File: src/rtl/mips_bus_port.sv
// Avalon-MM master front end: arbitrates fetch and load/store channels onto one bus,
// with store lane steering and load extraction. Optional misalignment trap: MIPS_BUS_MISALIGN_TRAP_EN.
module mips_bus_port #(
    parameter int unsigned ADDR_W   = 32,
    parameter int unsigned ARB_MODE = 0
) (
    input  logic              clk,
    input  logic              reset,
    input  logic              f_req,
    input  logic [ADDR_W-1:0] f_addr,
    output logic              f_ack,
    output logic [31:0]       f_rdata,
    input  logic              d_req,
    input  logic              d_we,
    input  logic [1:0]        d_size,
    input  logic              d_signed,
    input  logic [ADDR_W-1:0] d_addr,
    input  logic [31:0]       d_wdata,
    output logic              d_ack,
    output logic [31:0]       d_rdata,
    output logic              d_err,
    output logic [ADDR_W-1:0] address,
    output logic              read,
    output logic              write,
    output logic [31:0]       writedata,
    output logic [3:0]        byteenable,
    input  logic              waitrequest,
    input  logic [31:0]       readdata,
    output logic              active
);

    localparam logic [1:0] S_IDLE = 2'd0;
    localparam logic [1:0] S_BUS  = 2'd1;
    localparam logic [1:0] S_DONE = 2'd2;

`ifdef MIPS_BUS_MISALIGN_TRAP_EN
    localparam bit TRAP_EN = 1'b1;
`else
    localparam bit TRAP_EN = 1'b0;
`endif

    logic [1:0]        state, state_n;
    logic [ADDR_W-1:0] address_n;
    logic              read_n, write_n, f_ack_n, d_ack_n, d_err_n, active_n;
    logic [31:0]       writedata_n, f_rdata_n, d_rdata_n;
    logic [3:0]        byteenable_n;
    logic              gnt_d, gnt_d_n, last_d, last_d_n;
    logic [1:0]        lane_a, lane_a_n, lane_size, lane_size_n;
    logic              lane_sgn, lane_sgn_n, lane_we, lane_we_n;

    logic              d_is_byte, d_is_half, d_mis, pick_d;
    logic [3:0]        d_be;
    logic [31:0]       d_wd, ld_val;
    logic [7:0]        sh_b;
    logic [15:0]       sh_h;
    logic              unused_addr_bits;

    assign unused_addr_bits = ^f_addr[1:0];

    // Request decode: lane enables, replicated store data, misalignment, grant choice
    always_comb begin
        d_is_byte = (d_size == 2'd0);
        d_is_half = (d_size == 2'd1);
        d_mis     = (d_is_half && d_addr[0]) || (!d_is_byte && !d_is_half && (d_addr[1:0] != 2'b00));
        if (d_is_byte) begin
            d_be = 4'b0001 << d_addr[1:0];
            d_wd = {4{d_wdata[7:0]}};
        end else if (d_is_half) begin
            d_be = d_addr[1] ? 4'b1100 : 4'b0011;
            d_wd = {2{d_wdata[15:0]}};
        end else begin
            d_be = 4'b1111;
            d_wd = d_wdata;
        end
        // last-granted channel loses a tie in round-robin mode
        pick_d = d_req && (!f_req || (ARB_MODE == 0) || !last_d);
    end

    // Load lane extraction and extension from the captured lane info
    always_comb begin
        sh_b = 8'(readdata >> {lane_a, 3'b000});
        sh_h = 16'(readdata >> {lane_a[1], 4'b0000});
        case (lane_size)
            2'd0:    ld_val = {{24{lane_sgn & sh_b[7]}}, sh_b};
            2'd1:    ld_val = {{16{lane_sgn & sh_h[15]}}, sh_h};
            default: ld_val = readdata;
        endcase
    end

    // Next-state and registered-output logic
    always_comb begin
        state_n      = state;
        address_n    = address;
        read_n       = read;
        write_n      = write;
        writedata_n  = writedata;
        byteenable_n = byteenable;
        f_ack_n      = 1'b0;
        f_rdata_n    = f_rdata;
        d_ack_n      = 1'b0;
        d_rdata_n    = d_rdata;
        d_err_n      = 1'b0;
        gnt_d_n      = gnt_d;
        last_d_n     = last_d;
        lane_a_n     = lane_a;
        lane_size_n  = lane_size;
        lane_sgn_n   = lane_sgn;
        lane_we_n    = lane_we;
        case (state)
            S_IDLE: begin
                if (f_req || d_req) begin
                    gnt_d_n  = pick_d;
                    last_d_n = pick_d;
                    if (pick_d) begin
                        lane_a_n    = d_addr[1:0];
                        lane_size_n = d_size;
                        lane_sgn_n  = d_signed;
                        lane_we_n   = d_we;
                        if (TRAP_EN && d_mis) begin
                            d_ack_n   = 1'b1;
                            d_err_n   = 1'b1;
                            d_rdata_n = 32'd0;
                            state_n   = S_DONE;
                        end else begin
                            address_n    = {d_addr[ADDR_W-1:2], 2'b00};
                            byteenable_n = d_be;
                            writedata_n  = d_wd;
                            read_n       = !d_we;
                            write_n      = d_we;
                            state_n      = S_BUS;
                        end
                    end else begin
                        address_n    = {f_addr[ADDR_W-1:2], 2'b00};
                        byteenable_n = 4'b1111;
                        writedata_n  = 32'd0;
                        read_n       = 1'b1;
                        write_n      = 1'b0;
                        state_n      = S_BUS;
                    end
                end
            end
            S_BUS: begin
                if (!waitrequest) begin
                    read_n  = 1'b0;
                    write_n = 1'b0;
                    state_n = S_DONE;
                    if (gnt_d) begin
                        d_ack_n   = 1'b1;
                        d_rdata_n = lane_we ? 32'd0 : ld_val;
                    end else begin
                        f_ack_n   = 1'b1;
                        f_rdata_n = readdata;
                    end
                end
            end
            S_DONE:  state_n = S_IDLE;
            default: state_n = S_IDLE;
        endcase
        active_n = (state_n != S_IDLE);
    end

    always_ff @(posedge clk or negedge reset) begin
        if (!reset) begin
            state      <= S_IDLE;
            address    <= '0;
            read       <= 1'b0;
            write      <= 1'b0;
            writedata  <= 32'd0;
            byteenable <= 4'b0000;
            f_ack      <= 1'b0;
            f_rdata    <= 32'd0;
            d_ack      <= 1'b0;
            d_rdata    <= 32'd0;
            d_err      <= 1'b0;
            active     <= 1'b0;
            gnt_d      <= 1'b0;
            last_d     <= 1'b0;
            lane_a     <= 2'd0;
            lane_size  <= 2'd0;
            lane_sgn   <= 1'b0;
            lane_we    <= 1'b0;
        end else begin
            state      <= state_n;
            address    <= address_n;
            read       <= read_n;
            write      <= write_n;
            writedata  <= writedata_n;
            byteenable <= byteenable_n;
            f_ack      <= f_ack_n;
            f_rdata    <= f_rdata_n;
            d_ack      <= d_ack_n;
            d_rdata    <= d_rdata_n;
            d_err      <= d_err_n;
            active     <= active_n;
            gnt_d      <= gnt_d_n;
            last_d     <= last_d_n;
            lane_a     <= lane_a_n;
            lane_size  <= lane_size_n;
            lane_sgn   <= lane_sgn_n;
            lane_we    <= lane_we_n;
        end
    end

endmodule

File: config.mk
export PLATFORM = sky130hd
export DESIGN_NAME = mips_bus_port
export DESIGN_NICKNAME = d
export VERILOG_FILES = /design/src/rtl/mips_bus_port.sv
export SDC_FILE = /design/constraint.sdc
export NUM_CORES = 1
export LEC_CHECK = 0
export CORE_MARGIN = 4
export CORE_UTILIZATION = 35
export DETAILED_ROUTE_END_ITERATION = 8
export GPL_TIMING_DRIVEN = 0
export HOLD_SLACK_MARGIN = 0.05
export PLACE_DENSITY = 0.69
export SYNTH_ARGS = -nofsm -noshare
export SYNTH_HDL_FRONTEND = slang
export SYNTH_SLANG_ARGS = --single-unit
File: constraint.sdc
create_clock -name clk -period 2.68 [get_ports clk]
set_input_delay 0.536 -clock clk [delete_from_list [all_inputs] [get_ports clk]]
set_output_delay 0.536 -clock clk [all_outputs]
set_load 0.005 [all_outputs]
==> flow_summary.json <==
{
  "setup.worst_path.start_class": "primary input",
  "htree_num_levels": 4,
  "setup_violations": 0,
  "synth_area_mm2": 0.00639,
  "grt_max_degree": 83,
  "track_usage_pct": 20.6,
  "met3_track_utilization_from_global_routing_pct": 7.74,
  "detail-route-antenna-nets": 0,
  "globalRoute.totalOverflow": 0,
  "leakage_nw": 4.30,
  "ys_seq_elements": 144,
  "ioPinCount": 275,
  "detailedRoute.firstPassIterationCount": 5,
  "critPathMaxFanout": 10,
  "relSlewSlack_pct": 34.7,
  "fp-row-count": 49,
  "synth_cells": 588,
  "crit_chain": "clkdlybuf4s50_1, nand2b_1, nor2_1, buf_2, mux2_2",
  "initial_utilization_pct": 35.6,
  "postSynthAreaPerCell_um2": 10.9,
  "timing.setup.critical_path_class": "in -> reg",
  "ys_dominant_reg_cell": "sky130_fd_sc_hd__dfrtp_1",
  "die_height_um": 143,
  "die_width_um": 143,
  "crit_start": "waitrequest",
  "fp.coreArea_mm2": 0.0180,
  "clkSinkCount": 144,
  "dp_hpwl_um": 16200,
  "rr_startpoint": "state[1]",
  "fin_ws_ns": 0.466,
  "status": "complete, no violations",
  "diodes": 0,
  "globalplace.congestion": 0.861,
  "initialDrtViolationCount": 258,
  "post-route-drc-count": 0,
  "holdCritPathClass": "in -> async",
  "cts-root-buf": "sky130_fd_sc_hd__clkbuf_16",
  "post_cts.repair.setup_buffers": 0,
  "cpMaxStageDelayCell": "sky130_fd_sc_hd__nor2_1",
  "final_max_slew_viol_count": 0,
  "cts_tree": "built",
  "yosysSeqAreaShare_pct": 56.4,
  "cp-end-kind": "flop",
  "place_worst_setup_slack_ns": 0.00968,
  "placement.io_buffers": 267,
  "fin_nets": 1014,
  "via_per_inst": 4.98,
  "antenna_found_initial": 0,
  "setup_skew_after_layout_ns": 0.00683,
  "clock_insertion_delay_worst_skew_ns": 0.41,
  "tightestPinTransition_ns": 0.976,
  "grt_busiest_layer": "met2",
  "cp.arrival_ns": 2.51,
  "postCtsHoldBufs": 0,
  "layout_area_overhead_pct": 55.5,
  "async_reset_ff_share_pct": 100,
  "grt_util_met1_pct": 26.0,
  "vias": 5566,
  "synth-warning-count": 0,
  "die_area_mm2": 0.0205,
  "crit_path_required_time_ns": 2.97,
  "met2_usage_pct": 32.8,
  "mostFrequentLayoutCells": "sky130_fd_sc_hd__clkdlybuf4s50_1, sky130_fd_sc_hd__dfrtp_1, sky130_fd_sc_hd__nand2_1",
  "power_per_cell_area_mw_per_mm2": 1080,
  "layout.cells.most_common": "sky130_fd_sc_hd__clkdlybuf4s50_1",
  "layout_worst_path_cycle_share_pct": 82.6,
  "cts.reportedPaths.clkPinSlew_ns": 0.06,
  "drive_gt1_share_pct": 9.90,
  "cpPeakStageDelay_ns": 0.50,
  "max-cap-violations": 0,
  "avgRoutedWirePerCell_um": 19.0,
  "period_minus_slack_ns": 2.21,
  "synth_cell_type_count": 38,
  "number_of_global_route_vias_before_repair": 5639,
  "synth-edff-count": 0,
  "report.power.total_mw": 10.8,
  "ctsLongestPathBuffers": 2,
  "timing.final.hold_violations": 0,
  "cts_inserted_buffers": 17,
  "crit_family": "buffers and inverters",
  "drt_wl_total_um": 21200,
  "post_cts_resize_count": 0,
  "worstPathBufferInverterCount": 2,
  "vdd_drop_max_mv": 0.670,
  "max_freq_mhz": 452,
  "tns_ns": 0,
  "rsz0062_at_grt": "no",
  "grt_pass1_wl_um": 32200
}
## cell families after synthesis
group | share of synthesized area [%]
and+or+nand+nor | 10.5
AOI/OAI and AO/OA | 13.6
buffers and inverters | 3.52
DFF | 56.4
other | 0.0587
muxes | 15.9
## state kept, by name, indices dropped and copies added, names as in the netlist
signal / flops
active: 1
address: 30
byteenable: 4
d_ack: 1
d_rdata: 32
f_ack: 1
f_rdata: 32
gnt_d: 1
lane_a: 2
lane_sgn: 1
lane_size: 2
lane_we: 1
read: 1
state: 2
write: 1
writedata: 32
## worst reg2reg max path: cells and delay by family (launching register included)
| kind | cells | cell delay (ns) |
|---|---|---|
| simple gates | 3 | 0.82 |
| buf+inv | 1 | 0.41 |
| flops | 1 | 0.40 |
| mux | 1 | 0.39 |
## Yosys cell counts (all sizes together) (7+ instances only)
cell / count / area, um^2
dfrtp: 144 / 3600
nand2: 95 / 359
o21ai: 88 / 440
mux2i: 62 / 621
mux2: 35 / 398
clkbuf: 25 / 93.8
nor2: 25 / 98.8
a21oi: 21 / 105
buf: 20 / 113
a221o: 16 / 160
nor2b: 11 / 71.3
a22o: 8 / 70.1
nor3b: 8 / 60.1
nor3: 7 / 35.0
## through the flow
| step | instances | util [%] | instance area (um^2) | hold slack, ns |
|---|---|---|---|---|
| after detailed placement | 1087 | 52.3 | 9390 | 0.469 |
| after floorplan | 590 | - | 6400 | 0.240 |
| after global routing | 1118 | 55.3 | 9940 | 0.136 |
| after global placement | 1086 | 52.1 | 9360 | 0.460 |
| after CTS | 1118 | 55.3 | 9940 | 0.112 |
| final | 1118 | 55.3 | 9940 | 0.0974 |
## power by group
| group | total, mW | internal, mW | switching [mW] |
|---|---|---|---|
| Sequential | 3.81 | 3.22 | 0.587 |
| Clock | 2.25 | 1.30 | 0.951 |
| Combinational | 4.71 | 2.75 | 1.96 |
| Total | 10.8 | 7.27 | 3.50 |
## final cells by class
| type | instances | area [um^2] |
|---|---|---|
| fill | 1602 | 8020 |
| buffer | 45 | 206 |
| inverter | 5 | 18.8 |
| timing repair buffer | 268 | 2700 |
| clock inverter | 13 | 115 |
| multi-input combinational | 396 | 2570 |
| tap | 229 | 287 |
| sequential | 144 | 3600 |
| clock buffer | 18 | 439 |
## final timing paths
path,endpoint,slack [ns],cells after the start
max,f_rdata[15],0.47,5
min,d_ack,0.1,1
max reg2reg,f_rdata[15],0.55,5
min reg2reg,writedata[25],0.48,2
max in group asynchronous,address[6],1.76,2
min in group clk,writedata[25],0.48,2
## routing by layer
metal | part of all wire [%] | vias up
li1 | - | 2636
met1 | 42 | 2644
met2 | 46 | 256
met3 | 9.8 | 30
met4 | 2.0 | 0
met5 | 0 | -
No activity file was read; power rests on OpenSTA's default activity.
